`src/rtl/if_fetch_ctrl.sv`:
```
// IF0 fetch sequencer: owns the fetch PC, issues ICache requests and handles redirects/stalls.
// Optional performance counters are built only when IF_PERF_CNT_EN is defined.
module if_fetch_ctrl #(
   parameter logic [31:0] RESET_PC = 32'h1C000000
) (
   input  logic        clk,
   input  logic        rst,
   input  logic        stall_from_Load,
   input  logic        redirect_valid,
   input  logic [31:0] redirect_PC,
   input  logic        icache_req_ready,
   output logic        ICache_req_valid,
   output logic [31:0] IF0_PC,
   output logic        ICache_valid,
   output logic        IF0_IF1_stall_from_Load,
   output logic        flush,
   output logic [31:0] perf_fetch_cnt,
   output logic [31:0] perf_miss_cnt
);

   localparam logic [1:0] S_IDLE  = 2'd0;
   localparam logic [1:0] S_FETCH = 2'd1;
   localparam logic [1:0] S_MISS  = 2'd2;
   localparam logic [1:0] S_DRAIN = 2'd3;

   logic [1:0]  r_state;
   logic [1:0]  w_stateNext;
   logic [31:0] r_pc;
   logic [31:0] w_pcNext;
   logic        r_valid;
   logic        w_validNext;
   logic        r_reqPending;
   logic        w_reqPendingNext;
   logic [31:0] w_redirTarget;
   logic [31:0] w_pcInc;

   assign w_redirTarget = redirect_PC & ~32'd3;
   assign w_pcInc       = r_pc + 32'd4;

   assign ICache_req_valid        = (r_state == S_FETCH) || (r_state == S_MISS);
   assign flush                   = redirect_valid;
   assign IF0_IF1_stall_from_Load = stall_from_Load;
   assign IF0_PC                  = r_pc;
   assign ICache_valid            = r_valid;

   // A request is still pending at the ICache when it was presented but not accepted and
   // not replaced by a redirect; a redirect then has to wait for that refill in DRAIN.
   assign w_reqPendingNext = ICache_req_valid && !icache_req_ready && !redirect_valid;

   always_comb begin
      w_stateNext = r_state;
      w_pcNext    = r_pc;
      w_validNext = r_valid;
      case (r_state)
         S_IDLE: begin
            w_stateNext = S_FETCH;
            w_validNext = 1'b0;
            if (redirect_valid) begin
               w_pcNext = w_redirTarget;
            end
         end
         S_FETCH: begin
            if (redirect_valid) begin
               w_pcNext    = w_redirTarget;
               w_validNext = 1'b0;
               if (!icache_req_ready && r_reqPending) begin
                  w_stateNext = S_DRAIN;
               end
            end else if (stall_from_Load) begin
               w_stateNext = S_FETCH;
            end else if (icache_req_ready) begin
               w_pcNext    = w_pcInc;
               w_validNext = 1'b1;
            end else begin
               w_stateNext = S_MISS;
               w_validNext = 1'b0;
            end
         end
         S_MISS: begin
            w_validNext = 1'b0;
            if (redirect_valid) begin
               w_pcNext    = w_redirTarget;
               w_stateNext = icache_req_ready ? S_FETCH : S_DRAIN;
            end else if (!stall_from_Load && icache_req_ready) begin
               w_pcNext    = w_pcInc;
               w_validNext = 1'b1;
               w_stateNext = S_FETCH;
            end
         end
         default: begin
            // The refill for the abandoned PC is discarded; only the redirect PC survives.
            w_validNext = 1'b0;
            if (redirect_valid) begin
               w_pcNext = w_redirTarget;
            end else if (icache_req_ready) begin
               w_stateNext = S_FETCH;
            end
         end
      endcase
   end

   always_ff @(posedge clk or posedge rst) begin
      if (rst) begin
         r_state      <= S_IDLE;
         r_pc         <= RESET_PC;
         r_valid      <= 1'b0;
         r_reqPending <= 1'b0;
      end else begin
         r_state      <= w_stateNext;
         r_pc         <= w_pcNext;
         r_valid      <= w_validNext;
         r_reqPending <= w_reqPendingNext;
      end
   end

`ifdef IF_PERF_CNT_EN
   logic        w_advance;
   logic [31:0] r_fetchCnt;
   logic [31:0] r_missCnt;

   assign w_advance = ICache_req_valid && !redirect_valid && !stall_from_Load && icache_req_ready;

   always_ff @(posedge clk or posedge rst) begin
      if (rst) begin
         r_fetchCnt <= 32'd0;
         r_missCnt  <= 32'd0;
      end else begin
         if (w_advance) begin
            r_fetchCnt <= r_fetchCnt + 32'd1;
         end
         if ((r_state == S_MISS) || (r_state == S_DRAIN)) begin
            r_missCnt <= r_missCnt + 32'd1;
         end
      end
   end

   assign perf_fetch_cnt = r_fetchCnt;
   assign perf_miss_cnt  = r_missCnt;
`else
   assign perf_fetch_cnt = 32'd0;
   assign perf_miss_cnt  = 32'd0;
`endif

endmodule

```
`config.mk`:
```
export PLATFORM = sky130hd
export DESIGN_NAME = if_fetch_ctrl
export DESIGN_NICKNAME = d
export VERILOG_FILES = /design/src/rtl/if_fetch_ctrl.sv
export SDC_FILE = /design/constraint.sdc
export NUM_CORES = 1
export LEC_CHECK = 0
export ABC_AREA = 1
export CAP_MARGIN = 20
export CORE_ASPECT_RATIO = 0.6
export CORE_MARGIN = 2
export CORE_UTILIZATION = 30
export DETAILED_ROUTE_END_ITERATION = 10
export GPL_ROUTABILITY_DRIVEN = 0
export PLACE_DENSITY = 0.66
export SYNTH_ARGS = -nofsm -noshare
export SYNTH_HDL_FRONTEND = slang
export SYNTH_SLANG_ARGS = --single-unit
```
`constraint.sdc`:
```
create_clock -name clk -period 1.95 [get_ports clk]
set_clock_uncertainty 0.05 [all_clocks]
set_input_delay 0.2925 -clock clk [delete_from_list [all_inputs] [get_ports clk]]
set_output_delay 0.2925 -clock clk [all_outputs]
set_load 0.005 [all_outputs]
```
==> flow_metrics.tcl, run 1 <==
set metrics [dict create \
    outcome "completed" \
    drv_slew 0 \
    ios 137 \
    stdcell_count 711 \
    grt_max_degree 35 \
    wire_per_inst_um 12.90 \
    drc 0 \
    ys_top_cells_by_count "154 x nand2_1, 79 x nor2_1, 68 x buf_4" \
    reg2reg_from "r_state[0]" \
    num_rows 28 \
    vdd_ir_drop_max_mv 0.5035 \
    period_share_pct 97.31 \
    grt_first_pass_wirelength_mm 14.63 \
    yosys_warnings 0 \
    path_clk_slew_ps 60 \
    worstPathRequired_ps 1610 \
    synth_top_cell_area_share_pct 24.62 \
    core_um2 10020 \
    grt_overflow_total 0 \
    critical_path_arrival_ps 1550 \
    syn_inst 502 \
    critPathCaptureType "output pin" \
    maxCapViolCount 0 \
    critPathKind "reg2out" \
    dp_cells 700 \
    die_area_um2 11360 \
    die_h_um 83.38 \
    vias_per_cell 4.504 \
    fp.dieW_um 136.3 \
    antenna_found_initial 0 \
    hp-class "in2async" \
    area_growth_pct 25.97 \
    clock.fmax_ghz 0.5270 \
    place.port_buffers 68 \
    synth_area_leaders "dfrtp_1 25%, nand2_1 18%, buf_4 16%" \
    drive_above_1_share_pct 7.292 \
    ys_seq_area_share_pct 27.12 \
    power_density_nw_per_um2 1398 \
    wl_met2_mm 3.796 \
    hpwl_mm 7.035 \
    cts.path.max_buffers 2 \
    clock-sinks 34 \
    wirelength_mm 9.173 \
    netlist_area_um2 3151 \
    period_needed_ps 1897 \
    synth-main-ff-cell "dfrtp_1" \
    cp_num_buf_inv 2 \
    rsz0062_at_grt "no" \
    synth_area_leader_cell "dfrtp_1" \
    timing.critical_path.from_type "flip-flop" \
    hold_ws_ps 363.1 \
    drt-met1-wl_mm 4.311 \
    clockRootBuffer "clkbuf_16" \
    wl_met3_um 934 \
    cpPeakStageDelay_ps 510 \
    dr.max_layer_used "met4" \
    htreeDepth 2 \
    grt_use_total_pct 16.33 \
    rr_worst_depth 8 \
    finalSetupViolCount 0 \
    ys_seq_elements 34 \
    num_vias 3202 \
    cts-hold-fix-buffers 0 \
    cts_tree "yes" \
    ff2ff_setup_slack_ps 150 \
    synth_area_per_cell_um2 6.276 \
    synth_edf_count 0 \
    path_delay_family "buffers and inverters" \
    diodes 0 \
    initial_utilization_pct 31.44 \
    synthArstFlopShare_pct 100.0 \
    nets 616 \
    grt_pass1_vias 2861 \
    critPathMaxFanout 4 \
    ant_nets 0 \
    clk-insertion-delay-late_ps 280 \
    cts_buffers 5 \
    drt_pre_antenna_iters 6 \
    slowest_stage "clkdlybuf4s50_1" \
    hold_viol_final 0 \
    timing.rr.end "IF0_PC[6]" \
    critical_path.cell_chain "inv_1 -> ha_4 -> clkdlybuf4s50_1" \
    p_leak_nw 1.877 \
    n_fill_cell 1072 \
    power.total_mw 5.547 \
    drt_iter0_markers 248 \
    synth.most_common_cell "nand2_1" \
    ys_types 32 \
]
==> flip-flops by register name (all words and copies together), names as in the netlist <==
register	count
r_state	2
r_reqPending	1
IF0_PC	30
ICache_valid	1
==> kinds of logic after synthesis <==
family	share of synthesized area, %
AND/OR/NAND/NOR	37.93
buffers and inverters	23.99
AO/OA/AOI/OAI	9.254
flip-flops	27.12
adder cells (fa/ha/maj)	1.589
other	0.1190
==> what timing repair did <==
item / in CTS / in global routing
gates cloned: 0 / 0
pin swaps: 0 / 1
gates resized for setup: 2 / 6
setup endpoints to repair: 1 / 10
setup buffers: 0 / 3
==> worst min-delay path, delay by kind of cell <==
kind | cells | cell delay [ps]
buffers and inverters | 3 | 850
==> power breakdown <==
group	internal [mW]	total (mW)	switching (mW)
sequential	1.08	1.61	0.537
clock	0.510	0.826	0.316
combinational	1.44	3.11	1.67
total	3.03	5.55	2.52
==> worst max-delay path by stage <==
stage                   start          endpoint  slack (ps)  cells past startpoint
2_1_floorplan      r_state[0]        IF0_PC[11]         380                     10
3_3_place_gp   redirect_valid        IF0_PC[12]          40                     10
3_5_place_dp   redirect_valid         IF0_PC[6]          -5                      8
4_1_cts            r_state[1]  ICache_req_valid          30                      3
5_1_grt            r_state[0]  ICache_req_valid           1                      3
6_report           r_state[1]  ICache_req_valid          50                      3
==> final cells by class <==
cell class                 instances  area [um2]  share of cell area, %
clock buffer                       8       146.4                  3.689
multi-input combinational        409        1817                  45.78
sequential                        34       854.6                  21.53
timing repair buffer              80       808.3                  20.37
tap                              135       168.9                  4.256
inverter                          45       173.9                  4.382
==> routing by layer <==
metal | up-vias | global-route usage (%)
li1 | 1579 | -
met1 | 1450 | 23.74
met2 | 157 | 23.44
met3 | 16 | 4.579
met4 | 0 | 4.261
met5 | - | 0
==> through the flow <==
stage          cell area [um2]  setup WS [ps]  util, %  setup TNS, ps
3_5_place_dp              3765         -4.727    37.57         -9.320
4_1_cts                   3924          33.71    39.16              0
2_1_floorplan             3395          380.4        -              0
5_1_grt                   3969          1.050    39.61              0
3_3_place_gp              3765          41.91    37.57              0
6_report                  3969          52.53    39.61              0
==> cells in the final DEF, fill, tap and decap left out, types with 3 or more instances in the layout <==
| cell type | Yosys | final |
|---|---|---|
| a21oi_1 | 17 | 17 |
| buf_12 | 0 | 3 |
| buf_4 | 68 | 9 |
| clkbuf_16 | 0 | 5 |
| clkdlybuf4s50_1 | 0 | 68 |
| conb_1 | 1 | 66 |
| dfrtp_1 | 31 | 31 |
| dfstp_2 | 3 | 3 |
| inv_1 | 42 | 42 |
| nand2_1 | 154 | 154 |
| nand2_2 | 3 | 3 |
| nand3_1 | 36 | 35 |
| nor2_1 | 79 | 78 |
| nor2_2 | 4 | 5 |
| nor2_4 | 3 | 3 |
| o21ai_0 | 18 | 17 |
| o21bai_1 | 5 | 5 |
| o22ai_1 | 7 | 7 |
No activity file was read; power rests on OpenSTA's default activity.
==> inputs of run 2 (changes only) <==
--- a/config.mk
+++ b/config.mk
@@ -8,7 +8,7 @@
 export ABC_AREA = 1
 export CAP_MARGIN = 20
 export CORE_ASPECT_RATIO = 0.6
-export CORE_MARGIN = 2
+export CORE_MARGIN = 1.5
 export CORE_UTILIZATION = 30
 export DETAILED_ROUTE_END_ITERATION = 10
 export GPL_ROUTABILITY_DRIVEN = 0
==> flow_metrics.tcl, run 2 (synthesis results as in run 1) <==
set metrics [dict create \
    htreeDepth 2 \
    initial_utilization_pct 31.44 \
    layout_commonest_cell "nand2_1" \
    period_needed_ps 1904 \
    cts_tree "yes" \
    nets 618 \
    maxCapViolCount 0 \
    rr_worst_depth 9 \
    place_area_um2 3795 \
    grt_first_pass_wirelength_mm 14.12 \
    core_um2 10020 \
    switching_power_mw 2.567 \
    outcome "completed" \
    post-route-util_pct 39.65 \
    area_growth_pct 26.09 \
    path_clk_slew_ps 60 \
    switching_share_pct 45.76 \
    die_area_um2 11150 \
    clock-sinks 34 \
    mostFrequentLayoutCells "154 x nand2_1, 78 x nor2_1, 68 x clkdlybuf4s50_1, 66 x conb_1, 42 x inv_1" \
    p_leak_nw 1.889 \
    timing.critical_path.from_type "flip-flop" \
    critical_path_arrival_ps 1560 \
    clockRootBuffer "clkbuf_16" \
    critPathCaptureType "output pin" \
    seqPwrFrac_pct 29.2 \
    grt_max_degree 35 \
    drv_slew 0 \
    grt_pass1_vias 2706 \
    place_ws_ps -8.387 \
    ios 137 \
    diodes 0 \
    place.port_buffers 68 \
    drive_above_1_share_pct 7.612 \
    ff2ff_setup_slack_ps 110 \
    period_share_pct 97.64 \
    hp-class "in2async" \
    p_clk_share_pct 14.7 \
    power.total_mw 5.609 \
    finalSetupViolCount 0 \
    n_fill_cell 1077 \
    hold_viol_final 0 \
    finalSetupTns_ps 0 \
    fp.dieW_um 135.3 \
    timing.rr.end "IF0_PC[17]" \
    grt_use_total_pct 16.65 \
    num_vias 3156 \
    critPathMaxFanout 4 \
    vias_per_cell 4.426 \
    critPathKind "reg2out" \
    drc 0 \
    antenna_found_initial 0 \
    drt_iter0_markers 261 \
    largest_reg_flops 30 \
    drt_pre_antenna_iters 5 \
    ant_nets 0 \
    vdd_ir_drop_max_mv 0.5912 \
    cts.path.max_buffers 2 \
    power_density_nw_per_um2 1412 \
    grt_overflow_total 0 \
    die_h_um 82.38 \
    wire_per_inst_um 12.86 \
    p_comb_share_pct 56.1 \
    dp_cells 704 \
    fin_ws_ps 45.99 \
    clk-insertion-delay-late_ps 290 \
    num_rows 28 \
    stdcell_count 713 \
    hpwl_mm 7.202 \
    hold_ws_ps 361.7 \
    rsz0062_at_grt "no" \
    design_area_um2 3973 \
    wirelength_mm 9.168 \
    clock.fmax_ghz 0.5252 \
    worstPathRequired_ps 1610 \
    reg2reg_from "r_state[1]" \
    cts_buffers 5 \
    p_int_mw 3.042 \
]
-- run 2: worst max path at each step --
stage                    from                to  slack, ps
2_1_floorplan      r_state[0]        IF0_PC[11]        380
3_3_place_gp   redirect_valid        IF0_PC[11]         40
3_5_place_dp   redirect_valid        IF0_PC[11]         -8
4_1_cts            r_state[1]  ICache_req_valid         40
5_1_grt            r_state[1]  ICache_req_valid        0.9
6_report           r_state[1]  ICache_req_valid         50
-- run 2: timing repair --
item | in CTS | in global routing
setup buffers | 0 | 1
setup endpoints to repair | 1 | 6
resized for setup | 1 | 4
hold buffers | 0 | 0
gates cloned | 0 | 0
pin swaps | 0 | 1
-- run 2: worst max-delay path: stages, from the launching register on --
cell and delay (ps):
dfrtp_1 380, inv_1 100, ha_4 300, clkdlybuf4s50_1 500
-- run 2: layout make-up --
class / count / area (um2) / share of cell area [%]
clock buffer: 7 / 142.6 / 3.591
sequential: 34 / 854.6 / 21.51
multi-input combinational: 409 / 1802 / 45.35
tap: 135 / 168.9 / 4.252
inverter: 45 / 176.4 / 4.441
timing repair buffer: 82 / 823.3 / 20.72
clock inverter: 1 / 5.005 / 0.1260
-- run 2: layer usage --
metal	track usage, %	routed length, um	vias up
met1	25.27	4555	1419
met5	0	0	-
li1	-	-	1581
met2	23.62	3671	148
met4	3.548	62	0
met3	3.785	879	8
-- run 2: power groups by stage --
stage	registers, mW	clock network, mW	logic (mW)
finish	1.64	0.825	3.15
global route	1.68	0.867	3.51
CTS	1.61	0.835	3.11
detailed placement	1.62	0	3.07
global placement	1.60	0	3.01
floorplan	1.47	0	1.83
